$ cat config.mk
export PLATFORM = sky130hd
export DESIGN_NAME = regfile_alu_pipe
export DESIGN_NICKNAME = d
export VERILOG_FILES = /design/src/rtl/regfile_alu_pipe.sv
export SDC_FILE = /design/constraint.sdc
export NUM_CORES = 2
export LEC_CHECK = 0
export ABC_CLOCK_PERIOD_IN_PS = 9500
export BUFFER_PORTS_ARGS = -buffer_cell sky130_fd_sc_hd__buf_2
export CAP_MARGIN = 10
export CORE_UTILIZATION = 29
export CTS_BUF_LIST = sky130_fd_sc_hd__clkbuf_4 sky130_fd_sc_hd__clkbuf_8 sky130_fd_sc_hd__clkbuf_16
export CTS_CLUSTER_SIZE = 30
export DETAILED_ROUTE_END_ITERATION = 8
export PLACE_DENSITY = 0.5
export SLEW_MARGIN = 10
export SYNTH_ARGS = -nofsm -noshare
export SYNTH_HDL_FRONTEND = slang
export SYNTH_SLANG_ARGS = --single-unit
$ cat constraint.sdc
create_clock -name clk_i -period 9.5 [get_ports clk_i]
set_input_delay 1.9 -clock clk_i [delete_from_list [all_inputs] [get_ports clk_i]]
set_output_delay 1.9 -clock clk_i [all_outputs]
set_load 0.03 [all_outputs]
$ cat src/rtl/regfile_alu_pipe.sv
// Register file feeding a single-issue ALU with a result writeback stage and forwarding.
// Single-cycle ops produce a result the cycle after accept; div/mod iterate one bit per cycle.
module regfile_alu_pipe #(
  parameter int unsigned WIDTH    = 32,
  parameter int unsigned ADDR_W   = 5,
  parameter int unsigned ZERO_REG = 0
) (
  input  logic              clk_i,
  input  logic              rst_ni,
  input  logic              in_valid_i,
  output logic              in_ready_o,
  input  logic [ADDR_W-1:0] ra_i,
  input  logic [ADDR_W-1:0] rb_i,
  input  logic [ADDR_W-1:0] rw_i,
  input  logic [2:0]        op_i,
  output logic              out_valid_o,
  output logic [WIDTH-1:0]  a_out_o,
  output logic [WIDTH-1:0]  b_out_o,
  output logic [WIDTH-1:0]  w_out_o,
  output logic [ADDR_W-1:0] w_addr_o,
  output logic              dbz_o
);

  localparam int unsigned Depth = 2 ** ADDR_W;
  localparam int unsigned CntW  = $clog2(WIDTH + 1);

  typedef enum logic [1:0] {StIdle, StPend, StDiv} state_e;

  state_e state_q, state_d;

  logic [WIDTH-1:0]  regs_q [Depth];
  logic [WIDTH-1:0]  rd_a, rd_b, alu_res;
  logic              accept, is_div, div_done;

  logic [WIDTH-1:0]  dvd_q, dvs_q, quo_q, rem_q;
  logic [WIDTH-1:0]  quo_nx, rem_nx;
  logic [WIDTH:0]    rem_sh, rem_sub;
  logic              rem_ge;
  logic              is_mod_q;
  logic [ADDR_W-1:0] div_addr_q;
  logic [CntW-1:0]   cnt_q;

  logic              out_valid_q, dbz_q;
  logic [WIDTH-1:0]  a_q, b_q, w_q;
  logic [ADDR_W-1:0] waddr_q;

  assign accept = in_valid_i && in_ready_o;
  assign is_div = (op_i == 3'd3) || (op_i == 3'd4);

  // In StPend the array still holds the stale value; the pending result wins.
  always_comb begin
    rd_a = regs_q[ra_i];
    rd_b = regs_q[rb_i];
    if (state_q == StPend && waddr_q == ra_i) rd_a = w_q;
    if (state_q == StPend && waddr_q == rb_i) rd_b = w_q;
    if (ZERO_REG != 0 && ra_i == '0) rd_a = '0;
    if (ZERO_REG != 0 && rb_i == '0) rd_b = '0;
  end

  always_comb begin
    alu_res = '0;
    case (op_i)
      3'd0:    alu_res = rd_a + rd_b;
      3'd1:    alu_res = rd_a - rd_b;
      3'd2:    alu_res = rd_a * rd_b;
      3'd5:    alu_res = rd_a & rd_b;
      3'd6:    alu_res = rd_a | rd_b;
      3'd7:    alu_res = rd_a ^ rd_b;
      default: alu_res = '0;
    endcase
  end

  // Restoring divide step; a zero divisor naturally yields all-ones quotient, remainder = dividend.
  always_comb begin
    rem_sh  = {rem_q, quo_q[WIDTH-1]};
    rem_sub = rem_sh - {1'b0, dvs_q};
    rem_ge  = rem_sh >= {1'b0, dvs_q};
    rem_nx  = rem_ge ? rem_sub[WIDTH-1:0] : rem_sh[WIDTH-1:0];
    quo_nx  = {quo_q[WIDTH-2:0], rem_ge};
  end

  assign div_done = (state_q == StDiv) && (cnt_q == CntW'(WIDTH - 1));

  always_ff @(posedge clk_i or negedge rst_ni) begin
    if (!rst_ni) state_q <= StIdle;
    else         state_q <= state_d;
  end

  always_comb begin
    state_d = state_q;
    case (state_q)
      StIdle, StPend: begin
        if (accept)                 state_d = is_div ? StDiv : StPend;
        else if (state_q == StPend) state_d = StIdle;
      end
      StDiv:   if (div_done) state_d = StPend;
      default: state_d = StIdle;
    endcase
  end

  always_comb begin
    in_ready_o = 1'b1;
    case (state_q)
      StDiv:   in_ready_o = 1'b0;
      default: in_ready_o = 1'b1;
    endcase
  end

  always_ff @(posedge clk_i or negedge rst_ni) begin
    if (!rst_ni) begin
      for (int unsigned i = 0; i < Depth; i++) regs_q[i] <= WIDTH'(i);
      dvd_q       <= '0;
      dvs_q       <= '0;
      quo_q       <= '0;
      rem_q       <= '0;
      is_mod_q    <= 1'b0;
      div_addr_q  <= '0;
      cnt_q       <= '0;
      out_valid_q <= 1'b0;
      dbz_q       <= 1'b0;
      a_q         <= '0;
      b_q         <= '0;
      w_q         <= '0;
      waddr_q     <= '0;
    end else begin
      out_valid_q <= 1'b0;
      if (state_q == StPend && !(ZERO_REG != 0 && waddr_q == '0)) regs_q[waddr_q] <= w_q;
      if (accept) begin
        if (is_div) begin
          dvd_q      <= rd_a;
          dvs_q      <= rd_b;
          quo_q      <= rd_a;
          rem_q      <= '0;
          cnt_q      <= '0;
          is_mod_q   <= (op_i == 3'd4);
          div_addr_q <= rw_i;
        end else begin
          out_valid_q <= 1'b1;
          a_q         <= rd_a;
          b_q         <= rd_b;
          w_q         <= alu_res;
          waddr_q     <= rw_i;
          dbz_q       <= 1'b0;
        end
      end else if (state_q == StDiv) begin
        quo_q <= quo_nx;
        rem_q <= rem_nx;
        cnt_q <= cnt_q + CntW'(1);
        if (div_done) begin
          out_valid_q <= 1'b1;
          a_q         <= dvd_q;
          b_q         <= dvs_q;
          w_q         <= is_mod_q ? rem_nx : quo_nx;
          waddr_q     <= div_addr_q;
          dbz_q       <= (dvs_q == '0);
        end
      end
    end
  end

  assign out_valid_o = out_valid_q;
  assign a_out_o     = a_q;
  assign b_out_o     = b_q;
  assign w_out_o     = w_q;
  assign w_addr_o    = waddr_q;
  assign dbz_o       = dbz_q;

endmodule

After elaboration in Yosys (flattened, before gate mapping)
Index checks and enable logic that the tools add are counted.
{"block": "totals", "register_bits": 1269}
{"block": "classes", "n_addsub": 4, "n_mul": 1, "magnitude_cmp": 5, "n_eq_ne": 16, "mux": 53, "bitwise_logic": 6, "n_reduce_logical": 16}
{"cell": "$bwmux 1024", "count": 1}
{"cell": "$mux 32", "count": 27}
{"cell": "$bmux 32 s5", "count": 2}
{"cell": "$pmux 32 s6", "count": 1}
{"cell": "$demux 32 s5", "count": 1}
{"cell": "$sub 32x32->32", "count": 2}
{"cell": "$ge 33x32->1", "count": 1}
{"cell": "$add 32x32->32", "count": 1}
{"cell": "$and 32x32->32", "count": 1}
{"cell": "$logic_not 32->1", "count": 1}
{"cell": "$mul 32x32->32", "count": 1}
{"cell": "$or 32x32->32", "count": 1}
{"cell": "$xor 32x32->32", "count": 1}
{"cell": "$mux 5", "count": 4}
{"cell": "$ge 6x6->1 const B", "count": 3}
{"cell": "$mux 6", "count": 3}
{"cell": "$not 5->6", "count": 3}
{"cell": "$eq 3x3->1 const B", "count": 4}
{"cell": "$eq 5x5->1", "count": 2}
{"cell": "$mux 1", "count": 9}
{"cell": "$mux 2", "count": 4}
{"cell": "$add 6x1->6 const B", "count": 1}
{"cell": "$eq 3x2->1 const B", "count": 2}
{"cell": "$eq 6x5->1 const B", "count": 1}
{"cell": "16 further kinds", "count": 24}

Logic depth before layout (Yosys ltp)
{"block": "depth", "word_depth": 9, "mapped_depth": 43, "depth_no_buf": 35}

Least setup slack after synthesis
OpenSTA, ideal clock, no wires.
{"block": "synth_path", "kind": "input to register", "start": "in ra_i[1]", "end": "reg w_q[31], in the netlist w_out_o[31]", "arrival_ns": 11.331, "required_time_ns": 9.435, "setup_slack_ns": -1.895, "stages": 38, "n_path_buf": 6, "path_cell_list": "buf_2 > buf_1 > clkbuf_1 > clkbuf_1 > mux4_2 > mux4_2 > mux2i_1 > nor2_1 > a21oi_1 > clkbuf_1 > buf_1 > nor2_1 > fa_1 > fa_1 > fa_1 > inv_1 > fa_1 > inv_1 > [... 2 more ...] > fa_1 > inv_1 > fa_1 > fa_1 > ha_1 > o21a_1 > o21ai_0 > a21oi_1 > o21ai_0 > nor2_1 > o21ai_0 > a21oi_1 > nor4_1 > a21oi_1 > a211oi_1 > xnor3_1 > nor3_1 > o21a_1"}
{"block": "synth_between", "elab_chain_cells": 9}
{"element": "start: declaration", "line_no": "12", "rtl": "input logic [ADDR_W-1:0] ra_i,"}
{"element": "$not 5->6 (implied by the code)", "line_no": "52", "rtl": "rd_a = regs_q[ra_i];"}
{"element": "$bmux 32 s5", "line_no": "52"}
{"element": "$mux 32 (implied by the code) (2 in a row)", "line_no": "52"}
{"element": "$mux 32 *", "line_no": "54", "rtl": "if (state_q == StPend && waddr_q == ra_i) rd_a = w_q;"}
{"element": "$mul 32x32->32, or another cell as far along", "line_no": "65", "rtl": "3'd2: alu_res = rd_a * rd_b;"}
{"element": "$pmux 32 s6 *", "line_no": "62", "rtl": "case (op_i)"}
{"element": "$mux 32 *", "line_no": "129", "rtl": "if (is_div) begin"}
{"element": "$mux 32 *", "line_no": "128", "rtl": "if (accept) begin"}
{"element": "end signal: assignment", "line_no": "141", "rtl": "w_q <= alu_res;"}
{"element": "end signal: assignment", "line_no": "153", "rtl": "w_q <= is_mod_q ? rem_nx : quo_nx;"}
{"element": "end: declaration", "line_no": "44", "rtl": "logic [WIDTH-1:0] a_q, b_q, w_q;"}
Mark *: on every way between the ends. The rest lies on a longest branch, timed or not. The select of a mux whose other input is x is not followed.
A chain may end at the register's enable or synchronous reset.

Worst setup path after layout
{"block": "layout_path", "start": "in ra_i[0]", "end": "reg w_q[26], in the netlist w_out_o[26]"}
The elaborated chain is that of the path after synthesis.

==> summary.md <==
| Metric | Value |
|---|---|
| Final core occ | 0.3603 |
| Grt ovf | 0 |
| Met3 Use GR | 0.03577 |
| CP bufs+invs | 13 |
| CTS tree | yes |
| Synth unique cells | 85 |
| Final min period | 10060 ps |
| Slowest-stage cell, CP | fa_1 |
| CP required | 10140 ps |
| Fill cell count | 28805 |
| Hold Vio Cnt, Final | 0 |
| Hold_buf cts | 0 |
| Largest area contributor in the netlist | dfrtp_1 |
| Die X | 547.4 um |
| FMAX | 99.37 MHz |
| CP peak stage delay | 610 ps |
| Met2 usage | 0.3664 |
| Reg-to-reg startpoint | w_addr_o[2] |
| Initial antenna violation count | 19 |
| Clock Pin Slew Worst Setup and Hold Paths | 60 ps |
| Fin area | 106200 um^2 |
| Vias in the first global route | 66390 |
| Initial DRC count | 6234 |
| Ys Warns | 0 |
| Top-count cell post-synth | dfrtp_1 |
| CP startpoint kind | primary input |
| Setup violators final | 17 |
| Flops & latches, synth | 1269 |
| PnR worst setup slack | -563.9 ps |
| Synth cell count leaders | dfrtp_1 (1189), mux2_2 (964), nor2_1 (559) |
| Worst-margin pin slew | 1255 ps |
| Final wirelength | 345.2 mm |
| Layout cells sized above 1 | 0.4023 |
| Clock tree root buffer cell | clkbuf_16 |
| Drt first pass iters | 6 |
| Skew-Pair Late Insertion Delay | 870 ps |
| Worst Min Path Start | a_out_o[7] |
| Most Crowded Layer GR | met2 |
| Remaining antenna violation count | 0 |
| Worst slack, placed | -1796 ps |
| H-tree depth | 4 |
| Routability Congestion | 0.9939 |
| Max clock buf depth | 4 |
| Number of synthesized flops with an enable pin | 0 |
| Max IR drop VDD | 0.1403 mV |
| Clk sinks | 1269 |
| Min-Delay Path Class | flop to flop |
| RSZ-0062 raised after global routing | true |
| Mapped cell area | 86260 um^2 |
| Synth Flop Type | dfrtp_1 |
| Max-slew violations | 0 |
| CP endpoint kind | flop |
| Met1 usage | 0.3050 |
| Crit path launch | ra_i[0] |
| Yosys top cell area share | 0.3449 |
| DR vias/cell | 5.344 |
| Worst-path maximum fanout | 6 |
| DPL Wire Length | 243.6 mm |
| Max cap viols | 0 |
| Largest net degree at the start of global routing | 170 |
| Row count | 199 |
| CP arrival | 10710 ps |
| Asr flop ratio synth | 1.000 |
| DP Area | 98450 um^2 |
| Number of port buffers | 124 |
| Syn Inst Count | 7270 |
| Largest cells by area after synthesis | dfrtp_1 (34%), mux4_2 (14%), mux2_2 (13%) |
| IO Pins | 125 |
| PwrDens | 239.4 nW/um^2 |
| CTS buffer count | 156 |
| Area growth from synthesis to layout | 23.15% |
| Top Family by Delay on Critical Path | adder cells |
| Total GRT Usage | 0.2278 |
| Leakage Power | 0.04955 uW |
| Mapped Nets | 7953 |
| Initial core utilization | 0.2926 |
| Die Y | 547.4 um |
| Die area | 299600 um^2 |
| Avg Inst Size Synth | 11.86 um^2 |
| Per-cell routed wire length | 28.76 um |
| DR DRC count | 0 |
| Final #Nets | 8639 |
| First-pass GRT wire length | 495.1 mm |
| Final Skew | 111.3 ps |
| Tcrit/Tclk final | 1.059 |
| Core area | 294800 um^2 |
| Sequential area share after synthesis | 0.3693 |
| Status | finished with violations |
| Vias | 64133 |
| Rel. slew slack | 0.1572 |
| Critical path class | primary input to flop |
| Failing checks | setup timing |
power breakdown:
group	switching, uW	total, uW	internal, uW
sequential	1090	7720	6630
combinational	6560	11400	4880
clock	2490	6260	3770
sequential cells by signal, indices dropped and copies added (netlist names):
name,cells
b_out_o,32
cnt_q,6
a_out_o,32
dvd_q,32
div_addr_q,5
out_valid_o,1
state_q,2
dbz_o,1
regs_q,1024
is_mod_q,1
dvs_q,32
w_addr_o,5
quo_q,32
w_out_o,32
rem_q,32
path summary, 6_finish.rpt:
check                      slack, ps  cells after the start     endpoint
setup / recovery                -560                     38  w_out_o[26]
hold / removal                   470                      2   a_out_o[7]
setup reg to reg                 480                     38  w_out_o[26]
hold reg to reg                  470                      2   a_out_o[7]
max in group asynchronous       6350                      3   b_out_o[3]
min in group asynchronous        990                      1  regs_q[816]
worst min-delay path: stages, from the launching register on:
cell and delay, ps:
dfrtp_1 330, nand2_1 50, o21ai_0 60
final cells by class:
cell class / instances / area [um^2] / area share
multi-input combinational: 4852 / 51540 / 0.4852
sequential: 1269 / 31860 / 0.2999
timing repair buffer: 1096 / 10390 / 0.09776
tap: 3919 / 4903 / 0.04616
clock buffer: 235 / 4775 / 0.04495
inverter: 581 / 2200 / 0.02071
clock inverter: 41 / 543.0 / 0.005112
antenna: 9 / 22.52 / 0.0002120
cell families after synthesis:
| kind of cell | Yosys count | synth area share |
|---|---|---|
| buf+inv | 1150 | 0.05255 |
| mux | 1776 | 0.2973 |
| simple gates | 1301 | 0.06278 |
| xor+xnor | 176 | 0.01819 |
| flops | 1269 | 0.3693 |
| compound gates | 936 | 0.06810 |
| fa+ha+maj | 662 | 0.1317 |
timing repair:
item / 4_1_cts / 5_1_grt
pin swaps: 76 / 91
gates cloned: 5 / 2
gates resized for setup: 188 / 114
endpoints found under the setup margin: 20 / 20
setup buffers: 68 / 38
endpoints found under the hold margin: 0 / 0
routing by layer:
metal  part of all wire  up-vias
li1                   -    27111
met1               0.42    34092
met2               0.47     2319
met3              0.063      611
met4              0.049        0
met5                  0        -
metrics by stage:
stage / power (uW) / TNS (ps) / hold slack [ps] / instances
global placement: 18450 / -32400 / 457.7 / 11615
global route: 26650 / -8853 / 493.8 / 11996
finish: 25430 / -5188 / 471.6 / 12002
CTS: 25230 / -4234 / 476.7 / 11961
floorplan: 13720 / -5617 / 445.4 / 7270
detailed placement: 18630 / -32140 / 462.3 / 11615
placed cells by master, fill, tap and decap left out, types with 23 or more instances in the layout:
master	count
clkbuf_8	36
nand2_1	495
fa_1	381
a21oi_1	172
a22oi_1	84
mux2i_1	260
nand3_1	53
mux2_2	962
inv_1	530
nor2_1	516
nand2b_1	23
buf_2	114
nor2b_1	27
buf_4	763
o22ai_1	34
xor2_1	48
a211oi_1	23
mux4_2	529
buf_6	42
a21o_1	73
a21oi_2	32
o21ai_0	289
xnor2_1	117
dfstp_2	80
fa_2	29
a221o_1	46
ha_1	229
nor2_4	27
clkbuf_16	160
dfrtp_1	1187
buf_12	154
clkbuf_4	40
inv_2	31
No activity file was read; power rests on OpenSTA's default activity.
